### config.mk
export PLATFORM = sky130hd
export DESIGN_NAME = selector41_arb
export DESIGN_NICKNAME = d
export VERILOG_FILES = /design/src/rtl/selector_pkg.sv /design/src/rtl/rr_pick4.sv /design/src/rtl/selector41_arb.sv
export SDC_FILE = /design/constraint.sdc
export NUM_CORES = 1
export LEC_CHECK = 0
export CORE_ASPECT_RATIO = 1.2
export CORE_UTILIZATION = 42
export CTS_BUF_LIST = sky130_fd_sc_hd__clkbuf_8
export DETAILED_ROUTE_END_ITERATION = 10
export GPL_TIMING_DRIVEN = 0
export PLACE_DENSITY = 0.92
export REMOVE_ABC_BUFFERS = 1
export SLEW_MARGIN = 5
export SYNTH_ARGS = -nofsm -noshare
export SYNTH_HDL_FRONTEND = slang
export SYNTH_SLANG_ARGS = --single-unit
### constraint.sdc
create_clock -name iClk -period 6.8 [get_ports iClk]
set_input_delay 1.36 -clock iClk [delete_from_list [all_inputs] [get_ports iClk]]
set_output_delay 1.36 -clock iClk [all_outputs]
set_load 0.02 [all_outputs]
### src/rtl/selector_pkg.sv
// selector_pkg: shared constants for the 4:1 gathering selector.
// Provides channel count, select width and mode encodings.
package selector_pkg;
    localparam int SEL_W = 2;
    localparam int N_CH  = 4;

    localparam logic MODE_FIXED = 1'b0;
    localparam logic MODE_RR    = 1'b1;

    function automatic logic [SEL_W-1:0] next_idx(
        input logic [SEL_W-1:0] idx
    );
        return idx + SEL_W'(1);
    endfunction
endpackage

### src/rtl/rr_pick4.sv
// rr_pick4: round-robin pick of the first set request starting at ptr.
// Ports: req[3:0], ptr[1:0] in; gnt_idx[1:0], gnt_any out.
module rr_pick4
    import selector_pkg::*;
(
    input  logic [N_CH-1:0]  req,
    input  logic [SEL_W-1:0] ptr,
    output logic [SEL_W-1:0] gnt_idx,
    output logic             gnt_any
);
    logic [SEL_W-1:0] idx;

    // Scan from the farthest offset down so the closest one to ptr wins.
    always_comb begin
        gnt_idx = ptr;
        idx     = '0;
        for (int i = N_CH - 1; i >= 0; i--) begin
            idx = ptr + SEL_W'(i);
            if (req[idx]) begin
                gnt_idx = idx;
            end
        end
        gnt_any = |req;
    end
endmodule

### src/rtl/selector41_arb.sv
// selector41_arb: merges four valid/ready sources into one registered
// output, fixed select (iS1,iS0) or round-robin; 1-cycle latency.
// Ports: iClk, iRst_n, iMode, iS0, iS1, iC0..3, iV0..3, oR0..3,
//        oZ, oValid, iReady, oSel.
module selector41_arb
    import selector_pkg::*;
#(
    parameter int WIDTH = 8
) (
    input  logic             iClk,
    input  logic             iRst_n,
    input  logic             iMode,
    input  logic             iS0,
    input  logic             iS1,
    input  logic [WIDTH-1:0] iC0,
    input  logic [WIDTH-1:0] iC1,
    input  logic [WIDTH-1:0] iC2,
    input  logic [WIDTH-1:0] iC3,
    input  logic             iV0,
    input  logic             iV1,
    input  logic             iV2,
    input  logic             iV3,
    output logic             oR0,
    output logic             oR1,
    output logic             oR2,
    output logic             oR3,
    output logic [WIDTH-1:0] oZ,
    output logic             oValid,
    input  logic             iReady,
    output logic [SEL_W-1:0] oSel
);
    logic [N_CH-1:0]  req;
    logic [SEL_W-1:0] ptr;
    logic [SEL_W-1:0] fixed_idx;
    logic             fixed_any;
    logic [SEL_W-1:0] rr_idx;
    logic             rr_any;
    logic [SEL_W-1:0] gnt_idx;
    logic             gnt_any;
    logic             load;
    logic             take;
    logic [N_CH-1:0]  rdy_vec;
    logic [WIDTH-1:0] gnt_data;

    assign req       = {iV3, iV2, iV1, iV0};
    assign fixed_idx = {iS1, iS0};
    assign fixed_any = req[fixed_idx];

    rr_pick4 u_pick (
        .req     (req),
        .ptr     (ptr),
        .gnt_idx (rr_idx),
        .gnt_any (rr_any)
    );

    assign gnt_idx = (iMode == MODE_RR) ? rr_idx : fixed_idx;
    assign gnt_any = (iMode == MODE_RR) ? rr_any : fixed_any;

    // Output register can accept when empty or draining this cycle.
    assign load = !oValid || iReady;
    // Gate with reset so no source sees ready while held in reset.
    assign take = load && gnt_any && iRst_n;

    always_comb begin
        rdy_vec = '0;
        if (take) begin
            rdy_vec[gnt_idx] = 1'b1;
        end
    end

    assign {oR3, oR2, oR1, oR0} = rdy_vec;

    always_comb begin
        unique case (gnt_idx)
            2'd0:    gnt_data = iC0;
            2'd1:    gnt_data = iC1;
            2'd2:    gnt_data = iC2;
            default: gnt_data = iC3;
        endcase
    end

    always_ff @(posedge iClk or negedge iRst_n) begin
        if (!iRst_n) begin
            oZ     <= '0;
            oValid <= 1'b0;
            oSel   <= '0;
            ptr    <= '0;
        end else if (take) begin
            oZ     <= gnt_data;
            oSel   <= gnt_idx;
            oValid <= 1'b1;
            if (iMode == MODE_RR) begin
                ptr <= next_idx(gnt_idx);
            end
        end else if (load) begin
            oValid <= 1'b0;
        end
    end
endmodule

==> key figures <==
Layout
  – Most frequent cells in the layout: 56 x clkdlybuf4s50_1, 13 x dfrtp_1, 11 x nand2_1, 8 x a222oi_1, 8 x o21ai_0
  – Post-route cell area: 0.00158 mm²
  – Final core occ: 74.8%
  – Commonest non-fill, non-tap cell in the layout: clkdlybuf4s50_1
  – Antenna diodes: 0
  – Share of cells above drive strength 1: 13.3%
  – Nets@finish: 198
  – Fillers: 163
  – Synthesis-to-layout area growth: 63.9%

Logic synthesis
  – Top cell type by total area after synthesis: dfrtp_1
  – Post-synth top area share: 33.7%
  – Synthesized area: 966 µm²
  – Gate Count Post-Synth: 95
  – Synth cell types: 27
  – Sequential share of the synthesized area: 33.7%
  – Ys Warns: 0
  – Area contributors post-synth: dfrtp_1 34%, mux2_4 9.3%, a222oi_1 8.3%, mux2_2 7.0%, ha_1 6.5%
  – Count of state elements after synthesis: 13
  – Synthesized area per cell: 10.2 µm²

Power
  – VDD IR-drop max: 278 µV
  – Overall power: 0.465 mW
  – Lkg Pwr: 0.663 nW
  – Power Density: 294 mW/mm²

Drt
  – WL per Instance: 16.4 µm
  – Starting DRT DRC Count: 51
  – Antenna-violating nets left: 0
  – Residual DRC: 0
  – Router iterations before antenna repair: 5
  – Via count: 972
  – Total Wirelength: 2960 µm
  – Vias per std cell: 5.40

Timing
  – Post-route setup slack: 1.39 ns
  – Fmax: 185 MHz
  – Worst Skew: 0.000284 ns
  – Min Tclk post-route: 5.41 ns
  – Slew @ Worst Pin: 0.674 ns
  – Rel. slew slack: 54.9%
  – Final-report hold violation count: 0
  – TNS Setup: 0 ns
  – Unrepaired setup endpoints after global routing: false
  – Final setup vio count: 0
  – Max-slew violations: 0
  – Tcrit/Tclk final: 79.5%

Clock tree
  – Post-CTS sizing: 0
  – Skew-Pair Late Insertion Delay: 0.24 ns
  – Hold buffer count at cts: 0
  – Num CTS Buffers: 3
  – Max clock buf depth: 2
  – Root buf cell: clkbuf_8
  – TritonCTS clock tree: done
  – Clock transition at path regs: 0.05 ns
  – Post-CTS setup buffer count: 0
  – Clock Sinks: 13
  – H-tree levels: 1

Global routing
  – Vias in the first global route: 915
  – Remaining global-route overflow: 0
  – Global-route wire length before repair: 4030 µm
  – Initial antenna violation count: 0
  – Pin count of the biggest net entering global routing: 17
  – Gr usage total: 23.3%

Floorplan
  – Die Footprint: 0.00250 mm²
  – # rows: 18
  – Core region area: 0.00212 mm²
  – Initial Util: 45.6%
  – I/O pins: 57
  – Die Y: 54.5 µm
  – Die W: 45.8 µm

Placement
  – Final HPWL DP: 2230 µm
  – GP Congestion: 0.836
  – Port bufs: 56
  – Placed cell area: 0.00154 mm²
  – Pre-CTS setup slack: 1.43 ns

Setup path
  – CP Launch Type: input port
  – Worst r2r src: ptr[1]
  – Worst Path Max Fanout: 9
  – Flop2flop setup slack: 3.99 ns
  – Reg2reg path depth: 8
  – Worst Path Required: 5.44 ns
  – R2R Path End: oZ[6]
  – CP Data Arrival Time: 4.05 ns
  – Critical path destination: oR1
  – Setup Crit Path Kind: input port to primary output
  – CP Capture Type: primary output
  – CP startpoint: iV1

Hold path
  – Worst Hold Path Cells: 1
  – Hold Crit Class: flip-flop to flip-flop

Run
  – Max-Cap Viols: 0

Run status
  – Status: finished clean
==> routing by layer <==
layer,share of wire (%),wire [µm],up-vias,global-route usage (%)
li1,-,-,467,-
met1,40,1200,472,26.7
met2,55,1630,29,42.6
met3,3.5,103,4,4.29
met4,0.78,23,0,8.33
met5,0,0,-,0
==> cell families (layout without fill, tap and decap cells) <==
kind of cell	Yosys count	after routing	share of synthesized area [%]
compound gates	26	26	22.3
fa+ha+maj	5	5	6.48
buf+inv	11	66	5.05
mux	15	15	19.4
flops	13	13	33.7
simple gates	25	25	13.1
==> registers in the layout (all words and copies together) (netlist names) <==
name / count
oSel: 2
oValid: 1
oZ: 8
ptr: 2
==> stage by stage <==
step	hold slack, ns	std cells
floorplan	0.536	90
global placement	0.489	176
detailed placement	0.496	176
finish	0.507	180
CTS	0.508	180
global route	0.523	180
==> worst min-delay path by stage <==
stage | startpoint | to | slack, ns
after global placement | oZ[6] | oZ[6] | 0.49
final | oZ[5] | oZ[5] | 0.51
after floorplan | ptr[0] | ptr[0] | 0.54
after CTS | oZ[5] | oZ[5] | 0.51
after global routing | oSel[1] | oSel[1] | 0.52
after detailed placement | oZ[5] | oZ[5] | 0.50
==> report_power, final <==
part / total, mW / internal, mW / switching [mW]
logic: 0.260 / 0.141 / 0.119
registers: 0.138 / 0.113 / 0.0251
clock network: 0.0671 / 0.0398 / 0.0273
==> critical path, stage by stage <==
cell             delay [ns]
clkdlybuf4s50_1        0.56
nor2b_1                0.16
o32ai_1                0.11
o31ai_1                0.54
ha_1                   0.50
and2_1                 0.19
clkdlybuf4s50_1        0.61
==> layout make-up <==
class	count	area, µm²	area share, %
Clock buffer	3	41.3	2.61
Clock inverter	1	3.75	0.237
Inverter	6	22.5	1.42
Multi-Input combinational cell	71	592	37.4
Sequential cell	13	325	20.6
Tap cell	30	37.5	2.37
Timing Repair Buffer	56	561	35.4
==> synth_stat cells <==
master	instances
o31ai_1	1
clkbuf_1	4
o31a_1	1
mux2_2	6
o21ai_0	8
nand2b_1	2
nor2b_1	2
nand3_1	2
o2111ai_2	1
or4_4	1
mux2i_1	3
o32ai_1	1
o21a_1	1
a21oi_1	2
nand2_1	11
inv_1	6
a21bo_2	1
dfrtp_1	13
ha_1	5
a222oi_1	8
a21boi_4	1
and2_1	4
buf_6	1
nor2_1	2
a221oi_1	1
or2_2	1
mux2_4	6
Power figures use the tool's default switching activity.
